$ cat config.mk
export PLATFORM = sky130hd
export DESIGN_NAME = ines_loader
export DESIGN_NICKNAME = d
export VERILOG_FILES = /design/src/rtl/ines_loader.sv
export SDC_FILE = /design/constraint.sdc
export NUM_CORES = 1
export LEC_CHECK = 0
export CORE_MARGIN = 2
export CORE_UTILIZATION = 45
export DETAILED_ROUTE_END_ITERATION = 10
export MAX_ROUTING_LAYER = met4
export PLACE_DENSITY = 0.7
export SKIP_LAST_GASP = 1
export SYNTH_ARGS = -nofsm -noshare
export SYNTH_HDL_FRONTEND = slang
export SYNTH_SLANG_ARGS = --single-unit
export TNS_END_PERCENT = 20
$ cat constraint.sdc
create_clock -name clk_cpu -period 3.75 [get_ports clk_cpu]
set_input_delay 0.75 -clock clk_cpu [delete_from_list [all_inputs] [get_ports clk_cpu]]
set_output_delay 0.75 -clock clk_cpu [all_outputs]
set_load 0.005 [all_outputs]
$ cat src/rtl/ines_loader.sv
`default_nettype none
// ============================================================================
//  Module   : ines_loader
//  Purpose  : Configuration and fill stage for the cartridge mapper. Parses
//             the 16-byte iNES header from a byte stream, registers the
//             mapper configuration and masks, skips an optional 512-byte
//             trainer, then streams PRG ROM and CHR ROM contents out as write
//             strobes with 1-cycle latency. Raises loaded when the image is
//             complete, or error/err_code when the header is rejected.
//  Ports    : clk_cpu, rst            - clock, synchronous active-high reset
//             in_data/in_valid/in_ready - image byte stream handshake
//             wr_data, prg_we/prg_wr_addr, chr_we/chr_wr_addr - ROM fill
//             mapper_id, mirrorv, prg_ram, chr_ram, prg_mask, chr_mask,
//             prgram_mask             - decoded cartridge configuration
//             loaded, error, err_code - load status (sticky until rst)
//  Option   : `define INES_NES2_EN to decode NES 2.0 widened ROM sizes and
//             the PRG RAM size byte.
//  Revision : 1.0 - initial release
// ============================================================================
module ines_loader #(
  parameter int PRG_ROM_DEPTH = 17,
  parameter int CHR_ROM_DEPTH = 15,
  parameter int PRG_RAM_DEPTH = 13
) (
  input  logic                     clk_cpu,
  input  logic                     rst,
  input  logic [7:0]               in_data,
  input  logic                     in_valid,
  output logic                     in_ready,
  output logic [7:0]               wr_data,
  output logic                     prg_we,
  output logic [PRG_ROM_DEPTH-1:0] prg_wr_addr,
  output logic                     chr_we,
  output logic [CHR_ROM_DEPTH-1:0] chr_wr_addr,
  output logic [7:0]               mapper_id,
  output logic                     mirrorv,
  output logic                     prg_ram,
  output logic                     chr_ram,
  output logic [PRG_ROM_DEPTH-1:0] prg_mask,
  output logic [CHR_ROM_DEPTH-1:0] chr_mask,
  output logic [PRG_RAM_DEPTH-1:0] prgram_mask,
  output logic                     loaded,
  output logic                     error,
  output logic [1:0]               err_code
);

  // Counter spans the larger ROM so a full-size section never wraps.
  localparam int CW = (PRG_ROM_DEPTH > CHR_ROM_DEPTH) ? PRG_ROM_DEPTH : CHR_ROM_DEPTH;

`ifdef INES_NES2_EN
  localparam int UW = 12;
`else
  localparam int UW = 8;
`endif

  localparam logic [2:0] S_HDR   = 3'd0;
  localparam logic [2:0] S_TRAIN = 3'd1;
  localparam logic [2:0] S_PRG   = 3'd2;
  localparam logic [2:0] S_CHR   = 3'd3;
  localparam logic [2:0] S_DONE  = 3'd4;
  localparam logic [2:0] S_ERR   = 3'd5;

  localparam logic [CW-1:0] HDR_LAST   = CW'(15);
  localparam logic [CW-1:0] MAGIC_LEN  = CW'(4);
  localparam logic [CW-1:0] TRAIN_LAST = CW'(511);
  localparam logic [31:0]   PRG_MAX_UNITS = 32'd1 << (PRG_ROM_DEPTH - 14);
  localparam logic [31:0]   CHR_MAX_UNITS = 32'd1 << (CHR_ROM_DEPTH - 13);

  // Smallest e with 2^e >= u (0 for u <= 1).
  function automatic int f_ceil_log2(input logic [UW-1:0] u);
    int r;
    r = 0;
    for (int i = 0; i < UW + 1; i++) begin
      if ((32'd1 << i) < 32'(u)) r = i + 1;
    end
    return r;
  endfunction

  // --------------------------------------------------------------------------
  // Registers
  // --------------------------------------------------------------------------
  logic [2:0]               state_q, state_d;
  logic [CW-1:0]            cnt_q, cnt_d;
  logic [7:0]               prg_lo_q, prg_lo_d;
  logic [7:0]               chr_lo_q, chr_lo_d;
  logic                     mir_q, mir_d;
  logic                     ram_q, ram_d;
  logic                     trn_q, trn_d;
  logic [3:0]               map_lo_q, map_lo_d;
  logic [3:0]               map_hi_q, map_hi_d;
`ifdef INES_NES2_EN
  logic                     nes2_q, nes2_d;
  logic [7:0]               b9_q, b9_d;
  logic                     b10_nz_q, b10_nz_d;
`endif
  logic [7:0]               wr_data_q, wr_data_d;
  logic                     prg_we_q, prg_we_d;
  logic                     chr_we_q, chr_we_d;
  logic [PRG_ROM_DEPTH-1:0] prg_wr_addr_q, prg_wr_addr_d;
  logic [CHR_ROM_DEPTH-1:0] chr_wr_addr_q, chr_wr_addr_d;
  logic [7:0]               mapper_id_q, mapper_id_d;
  logic                     mirrorv_q, mirrorv_d;
  logic                     prg_ram_q, prg_ram_d;
  logic                     chr_ram_q, chr_ram_d;
  logic [PRG_ROM_DEPTH-1:0] prg_mask_q, prg_mask_d;
  logic [CHR_ROM_DEPTH-1:0] chr_mask_q, chr_mask_d;
  logic [PRG_RAM_DEPTH-1:0] prgram_mask_q, prgram_mask_d;
  logic                     loaded_q, loaded_d;
  logic                     error_q, error_d;
  logic [1:0]               err_code_q, err_code_d;

  // --------------------------------------------------------------------------
  // Derived header values
  // --------------------------------------------------------------------------
  logic [UW-1:0]            w_prg_units;
  logic [UW-1:0]            w_chr_units;
  logic                     w_prg_exp_bad;
  logic                     w_chr_exp_bad;
  logic                     w_prg_ram_ext;
  logic                     w_accept;
  logic [7:0]               w_magic;
  logic                     w_magic_bad;
  logic                     w_hdr_last;
  logic                     w_prg_bad;
  logic                     w_chr_bad;
  logic                     w_prg_last;
  logic                     w_chr_last;
  logic [PRG_ROM_DEPTH-1:0] w_prg_mask;
  logic [CHR_ROM_DEPTH-1:0] w_chr_mask;

`ifdef INES_NES2_EN
  // NES 2.0 extends the unit counts with the nibbles of byte 9; a nibble of
  // 0xF selects the exponent-multiplier form, which this loader rejects.
  assign w_prg_units   = nes2_q ? {b9_q[3:0], prg_lo_q} : {4'h0, prg_lo_q};
  assign w_chr_units   = nes2_q ? {b9_q[7:4], chr_lo_q} : {4'h0, chr_lo_q};
  assign w_prg_exp_bad = nes2_q && (b9_q[3:0] == 4'hF);
  assign w_chr_exp_bad = nes2_q && (b9_q[7:4] == 4'hF);
  assign w_prg_ram_ext = nes2_q && b10_nz_q;
`else
  assign w_prg_units   = prg_lo_q;
  assign w_chr_units   = chr_lo_q;
  assign w_prg_exp_bad = 1'b0;
  assign w_chr_exp_bad = 1'b0;
  assign w_prg_ram_ext = 1'b0;
`endif

  assign in_ready = !rst && ((state_q == S_HDR) || (state_q == S_TRAIN) ||
                             (state_q == S_PRG) || (state_q == S_CHR));
  assign w_accept = in_valid && in_ready;

  always_comb begin : p_magic
    case (cnt_q[1:0])
      2'd0:    w_magic = 8'h4E;
      2'd1:    w_magic = 8'h45;
      2'd2:    w_magic = 8'h53;
      default: w_magic = 8'h1A;
    endcase
  end

  assign w_magic_bad = (cnt_q < MAGIC_LEN) && (in_data != w_magic);
  assign w_hdr_last  = (cnt_q == HDR_LAST);
  assign w_prg_bad   = w_prg_exp_bad || (w_prg_units == '0) ||
                       (32'(w_prg_units) > PRG_MAX_UNITS);
  assign w_chr_bad   = w_chr_exp_bad || (32'(w_chr_units) > CHR_MAX_UNITS);

  // Last byte of a section: low bits all ones and the unit index equals
  // units-1, i.e. count == units*unit_size - 1 without a wide multiply.
  assign w_prg_last = (cnt_q[13:0] == 14'h3FFF) &&
                      (32'(cnt_q[CW-1:14]) == 32'(w_prg_units) - 32'd1);
  assign w_chr_last = (cnt_q[12:0] == 13'h1FFF) &&
                      (32'(cnt_q[CW-1:13]) == 32'(w_chr_units) - 32'd1);

  // Mask = next power of two of the unit count, scaled to bytes, minus one.
  always_comb begin : p_masks
    int prg_lg;
    int chr_lg;
    prg_lg     = f_ceil_log2(w_prg_units);
    chr_lg     = f_ceil_log2(w_chr_units);
    w_prg_mask = '0;
    w_chr_mask = '0;
    for (int i = 0; i < PRG_ROM_DEPTH; i++) w_prg_mask[i] = (i < prg_lg + 14);
    for (int i = 0; i < CHR_ROM_DEPTH; i++) w_chr_mask[i] = (i < chr_lg + 13);
  end

  // --------------------------------------------------------------------------
  // State register
  // --------------------------------------------------------------------------
  always_ff @(posedge clk_cpu) begin : p_regs
    if (rst) begin
      state_q       <= S_HDR;
      cnt_q         <= '0;
      prg_lo_q      <= '0;
      chr_lo_q      <= '0;
      mir_q         <= 1'b0;
      ram_q         <= 1'b0;
      trn_q         <= 1'b0;
      map_lo_q      <= '0;
      map_hi_q      <= '0;
`ifdef INES_NES2_EN
      nes2_q        <= 1'b0;
      b9_q          <= '0;
      b10_nz_q      <= 1'b0;
`endif
      wr_data_q     <= '0;
      prg_we_q      <= 1'b0;
      chr_we_q      <= 1'b0;
      prg_wr_addr_q <= '0;
      chr_wr_addr_q <= '0;
      mapper_id_q   <= '0;
      mirrorv_q     <= 1'b0;
      prg_ram_q     <= 1'b0;
      chr_ram_q     <= 1'b0;
      prg_mask_q    <= '0;
      chr_mask_q    <= '0;
      prgram_mask_q <= '0;
      loaded_q      <= 1'b0;
      error_q       <= 1'b0;
      err_code_q    <= '0;
    end else begin
      state_q       <= state_d;
      cnt_q         <= cnt_d;
      prg_lo_q      <= prg_lo_d;
      chr_lo_q      <= chr_lo_d;
      mir_q         <= mir_d;
      ram_q         <= ram_d;
      trn_q         <= trn_d;
      map_lo_q      <= map_lo_d;
      map_hi_q      <= map_hi_d;
`ifdef INES_NES2_EN
      nes2_q        <= nes2_d;
      b9_q          <= b9_d;
      b10_nz_q      <= b10_nz_d;
`endif
      wr_data_q     <= wr_data_d;
      prg_we_q      <= prg_we_d;
      chr_we_q      <= chr_we_d;
      prg_wr_addr_q <= prg_wr_addr_d;
      chr_wr_addr_q <= chr_wr_addr_d;
      mapper_id_q   <= mapper_id_d;
      mirrorv_q     <= mirrorv_d;
      prg_ram_q     <= prg_ram_d;
      chr_ram_q     <= chr_ram_d;
      prg_mask_q    <= prg_mask_d;
      chr_mask_q    <= chr_mask_d;
      prgram_mask_q <= prgram_mask_d;
      loaded_q      <= loaded_d;
      error_q       <= error_d;
      err_code_q    <= err_code_d;
    end
  end

  // --------------------------------------------------------------------------
  // Next state, byte counter and header capture
  // --------------------------------------------------------------------------
  always_comb begin : p_next
    state_d  = state_q;
    cnt_d    = cnt_q;
    prg_lo_d = prg_lo_q;
    chr_lo_d = chr_lo_q;
    mir_d    = mir_q;
    ram_d    = ram_q;
    trn_d    = trn_q;
    map_lo_d = map_lo_q;
    map_hi_d = map_hi_q;
`ifdef INES_NES2_EN
    nes2_d   = nes2_q;
    b9_d     = b9_q;
    b10_nz_d = b10_nz_q;
`endif
    if (w_accept) begin
      case (state_q)
        S_HDR: begin
          cnt_d = cnt_q + 1'b1;
          case (cnt_q[3:0])
            4'd4: prg_lo_d = in_data;
            4'd5: chr_lo_d = in_data;
            4'd6: begin
              mir_d    = in_data[0];
              ram_d    = in_data[1];
              trn_d    = in_data[2];
              map_lo_d = in_data[7:4];
            end
            4'd7: begin
              map_hi_d = in_data[7:4];
`ifdef INES_NES2_EN
              nes2_d   = (in_data[3:2] == 2'b10);
`endif
            end
`ifdef INES_NES2_EN
            4'd9:  b9_d     = in_data;
            4'd10: b10_nz_d = |in_data;
`endif
            default: ;
          endcase
          if (w_magic_bad) begin
            state_d = S_ERR;
            cnt_d   = '0;
          end else if (w_hdr_last) begin
            cnt_d = '0;
            if (w_prg_bad || w_chr_bad) state_d = S_ERR;
            else if (trn_q)             state_d = S_TRAIN;
            else                        state_d = S_PRG;
          end
        end
        S_TRAIN: begin
          if (cnt_q == TRAIN_LAST) begin
            state_d = S_PRG;
            cnt_d   = '0;
          end else begin
            cnt_d = cnt_q + 1'b1;
          end
        end
        S_PRG: begin
          if (w_prg_last) begin
            state_d = (w_chr_units != '0) ? S_CHR : S_DONE;
            cnt_d   = '0;
          end else begin
            cnt_d = cnt_q + 1'b1;
          end
        end
        S_CHR: begin
          if (w_chr_last) begin
            state_d = S_DONE;
            cnt_d   = '0;
          end else begin
            cnt_d = cnt_q + 1'b1;
          end
        end
        default: ;
      endcase
    end
  end

  // --------------------------------------------------------------------------
  // Registered outputs: write strobes, configuration and status
  // --------------------------------------------------------------------------
  always_comb begin : p_out
    wr_data_d     = wr_data_q;
    prg_we_d      = 1'b0;
    chr_we_d      = 1'b0;
    prg_wr_addr_d = prg_wr_addr_q;
    chr_wr_addr_d = chr_wr_addr_q;
    mapper_id_d   = mapper_id_q;
    mirrorv_d     = mirrorv_q;
    prg_ram_d     = prg_ram_q;
    chr_ram_d     = chr_ram_q;
    prg_mask_d    = prg_mask_q;
    chr_mask_d    = chr_mask_q;
    prgram_mask_d = prgram_mask_q;
    // DONE is entered on the edge that registers the final strobe, so this
    // raises loaded exactly one cycle after that strobe.
    loaded_d      = (state_q == S_DONE);
    error_d       = error_q;
    err_code_d    = err_code_q;
    if (w_accept) begin
      case (state_q)
        S_HDR: begin
          if (w_magic_bad) begin
            error_d    = 1'b1;
            err_code_d = 2'd1;
          end else if (w_hdr_last) begin
            if (w_prg_bad) begin
              error_d    = 1'b1;
              err_code_d = 2'd2;
            end else if (w_chr_bad) begin
              error_d    = 1'b1;
              err_code_d = 2'd3;
            end else begin
              mapper_id_d   = {map_hi_q, map_lo_q};
              mirrorv_d     = mir_q;
              prg_ram_d     = ram_q | w_prg_ram_ext;
              chr_ram_d     = (w_chr_units == '0);
              prg_mask_d    = w_prg_mask;
              chr_mask_d    = w_chr_mask;
              prgram_mask_d = '1;
            end
          end
        end
        S_PRG: begin
          prg_we_d      = 1'b1;
          wr_data_d     = in_data;
          prg_wr_addr_d = cnt_q[PRG_ROM_DEPTH-1:0];
        end
        S_CHR: begin
          chr_we_d      = 1'b1;
          wr_data_d     = in_data;
          chr_wr_addr_d = cnt_q[CHR_ROM_DEPTH-1:0];
        end
        default: ;
      endcase
    end
  end

  assign wr_data     = wr_data_q;
  assign prg_we      = prg_we_q;
  assign chr_we      = chr_we_q;
  assign prg_wr_addr = prg_wr_addr_q;
  assign chr_wr_addr = chr_wr_addr_q;
  assign mapper_id   = mapper_id_q;
  assign mirrorv     = mirrorv_q;
  assign prg_ram     = prg_ram_q;
  assign chr_ram     = chr_ram_q;
  assign prg_mask    = prg_mask_q;
  assign chr_mask    = chr_mask_q;
  assign prgram_mask = prgram_mask_q;
  assign loaded      = loaded_q;
  assign error       = error_q;
  assign err_code    = err_code_q;

endmodule
`default_nettype wire
==> impl_metrics.env <==
export IMPL_grt_pass1_vias=5098
export IMPL_synth_distinct_cells=64
export IMPL_antenna_found_initial=0
export IMPL_grt_setup_unrepaired="false"
export IMPL_setup_viol=0
export IMPL_end_kind="flip-flop"
export IMPL_worst_slew_pin_slew_ns=0.7467
export IMPL_hold_path_depth=2
export IMPL_clkSlewWorstSetupHoldPaths_ns=0.06
export IMPL_h_tree_depth=4
export IMPL_hp_class="reg2reg"
export IMPL_async_flop_share=0
export IMPL_die_w_um=120.8
export IMPL_synthFlopType="dfxtp_1"
export IMPL_drc=0
export IMPL_regToRegStartpoint="prg_lo_q[0]$_SDFFE_PP0P_"
export IMPL_start_kind="flip-flop"
export IMPL_netlist_area_um2=6142
export IMPL_die_area_um2=14600
export IMPL_hold_viol=0
export IMPL_setup_tns_ns=0
export IMPL_p_leak_nw=2.771
export IMPL_die_h_um=120.8
export IMPL_placedCellCount=1004
export IMPL_fin_skew_ns=0.01029
export IMPL_max_vdd_ir_drop_mv=0.2498
export IMPL_synth_edf_count=0
export IMPL_reg2reg_depth=9
export IMPL_cts_buffers=17
export IMPL_root_buffer="clkbuf_16"
export IMPL_fmax_mhz=295.0
export IMPL_ys_top_cells_by_count="nand2_1, dfxtp_1, a21oi_1"
export IMPL_worstSetupPathType="reg2reg"
export IMPL_min_from="prg_ram$_SDFFE_PP0P_"
export IMPL_yosys_cell_count_top_type="nand2_1"
export IMPL_syn_to_final_growth_pct=26.73
export IMPL_initial_utilization=0.4620
export IMPL_cts_buffer_depth=2
export IMPL_wl_mm=15.40
export IMPL_regToRegSetupSlack_ns=0.36
export IMPL_fin_crit_ns=3.390
export IMPL_diodes=0
export IMPL_numClockSinks=137
export IMPL_maxSlewViolCount=0
export IMPL_postSynthAreaPerCell_um2=7.977
export IMPL_ctsHoldBuffers=0
export IMPL_crit_chain="inv_1, ha_1, or4b_2, o31ai_1, nand2_1, ha_1, or4_1, o211ai_1, a21oi_1"
export IMPL_r2r_end="prg_mask[16]$_SDFFE_PP0P_"
export IMPL_yosysTopAreaCell="dfxtp_1"
export IMPL_cts_tree="done"
export IMPL_io_pins=114
export IMPL_path_buf_inv=1
export IMPL_max_cap_viol_count=0
export IMPL_clk_latency_ns=0.42
export IMPL_gr_usage_all_layers=0.2228
export IMPL_hpwl_mm=11.06
export IMPL_ys_seq_area_frac=0.4465
export IMPL_crit_fanout=9
export IMPL_ys_warn_count=0
export IMPL_p_per_area_nw_per_um2=394.7
export IMPL_gr_total_overflow=0
export IMPL_worstPathArrival_ns=3.67
export IMPL_whs_endpoint="prg_ram$_SDFFE_PP0P_"
export IMPL_grt_pass1_wl_mm=25.21
export IMPL_drtAntennaViolNets=0
export IMPL_synth_top_area_frac=0.4465
export IMPL_status="finished, final reports clean"
export IMPL_io_buffers=113
export IMPL_whs_ns=0.4530
export IMPL_num_rows=42
export IMPL_vias=5515
export IMPL_post_drt_wl_per_cell_um=14.88
export IMPL_relSlewSlack=0.4952
export IMPL_required_ns=4.03
export IMPL_drive_gt1_frac=0.06868
export IMPL_cpPeakStageDelay_ns=0.64
export IMPL_drt_pass1_iterations=7
export IMPL_cp_slowest_cell="or4b_2"
export IMPL_fill_cells=1188
export IMPL_post_cts_resized=0
export IMPL_first_iter_violations=301
export IMPL_cts_setup_buffers=0
export IMPL_core_area_um2=13300
export IMPL_synth_nets=795
export IMPL_final_cells=1035
export IMPL_grt_max_degree=65
export IMPL_syn_inst=770
export IMPL_path_common_cell="ha_1"
export IMPL_final_nets=872
export IMPL_synth_area_top_cells="dfxtp_1, nand2_1, a21oi_1"
export IMPL_fin_crit_sh=0.9040
export IMPL_yosys_register_bits=137
export IMPL_place_congestion=0.9116
export IMPL_vias_per_cell=5.329
export IMPL_critPathTopFamily="simple AND/OR/NAND/NOR gates"
export IMPL_crit_cells=9
registers in the layout, summed over array words and instances (netlist names), 2 cells and up:
register     flops
chr_wr_addr     15
err_code         2
mapper_id        8
wr_data          8
map_lo_q         4
map_hi_q         4
cnt_q           17
prg_mask        17
state_q          3
prg_lo_q         8
chr_mask        15
chr_lo_q         8
prg_wr_addr     17
tightest hold or removal path, cell delays in order (launching register included):
cell	delay (ns)
dfxtp_1	0.31
nand2_1	0.05
a21oi_1	0.05
layout by cell type (no fill, tap or decap), types with 9 or more instances in the layout:
cell type | netlist | final
ha_1 | 14 | 14
inv_1 | 22 | 22
dfxtp_1 | 137 | 137
a211oi_1 | 9 | 9
o21ai_0 | 12 | 12
clkbuf_16 | 0 | 17
nor3_1 | 11 | 11
nor2_1 | 75 | 75
buf_4 | 16 | 11
nand3_1 | 37 | 37
nand2_1 | 163 | 163
xnor2_1 | 10 | 10
xor2_1 | 11 | 11
o21a_1 | 11 | 11
clkdlybuf4s50_1 | 0 | 112
a21oi_1 | 89 | 89
worst max-delay path by stage:
stage / slack (ns) / end / start
2_1_floorplan: 0.72 / prg_mask[16]$_SDFFE_PP0P_ / prg_lo_q[0]$_SDFFE_PP0P_
3_3_place_gp: 0.57 / prg_mask[16]$_SDFFE_PP0P_ / prg_lo_q[0]$_SDFFE_PP0P_
3_5_place_dp: 0.44 / prg_mask[16]$_SDFFE_PP0P_ / prg_lo_q[0]$_SDFFE_PP0P_
4_1_cts: 0.38 / prg_mask[16]$_SDFFE_PP0P_ / prg_lo_q[0]$_SDFFE_PP0P_
5_1_grt: 0.20 / prg_mask[16]$_SDFFE_PP0P_ / prg_lo_q[0]$_SDFFE_PP0P_
6_report: 0.36 / prg_mask[16]$_SDFFE_PP0P_ / prg_lo_q[0]$_SDFFE_PP0P_
per-stage QoR:
stage | worst slack (ns) | util | power [mW] | cell area (um^2)
2_1_floorplan | 0.7220 | - | 1.564 | 6142
3_3_place_gp | 0.5661 | 0.5452 | 1.608 | 7248
3_5_place_dp | 0.4398 | 0.5452 | 1.610 | 7248
4_1_cts | 0.3843 | 0.5855 | 3.092 | 7784
5_1_grt | 0.1972 | 0.5855 | 3.175 | 7784
6_report | 0.3602 | 0.5855 | 3.072 | 7784
layout make-up:
type,count,area [um^2],share of cell area
Multi-Input combinational cell,545,2995,0.3848
Sequential cell,137,2743,0.3524
Timing Repair Buffer,123,1204,0.1546
Clock buffer,24,491.7,0.06317
Tap cell,176,220.2,0.02829
Inverter,23,86.33,0.01109
Clock inverter,7,43.79,0.005626
metal layers:
metal / part of all wire / global-route usage
met1: 0.47 / 0.2908
met2: 0.46 / 0.3388
met3: 0.050 / 0.05142
met4: 0.015 / 0.07922
met5: 0 / -
power breakdown:
part | leakage, nW | total [mW] | switching, mW | internal [mW]
sequential | 1.10 | 1.47 | 0.00781 | 1.46
combinational | 1.41 | 0.108 | 0.0702 | 0.0380
clock | 0.262 | 1.49 | 0.587 | 0.905
total | 2.77 | 3.07 | 0.665 | 2.41
cells by family (layout without fill, tap and decap cells):
| family | count (synthesis) | after routing | synth area share |
|---|---|---|---|
| buffers and inverters | 88 | 177 | 0.06661 |
| and+or+nand+nor | 349 | 349 | 0.2603 |
| AOI/OAI and AO/OA | 155 | 155 | 0.1558 |
| xor gates and xnor gates | 22 | 22 | 0.03381 |
| adders and majority gates | 14 | 14 | 0.02852 |
| DFF | 137 | 137 | 0.4465 |
| muxes | 5 | 5 | 0.008352 |
Note: power is estimated with default switching activity, not from simulation.
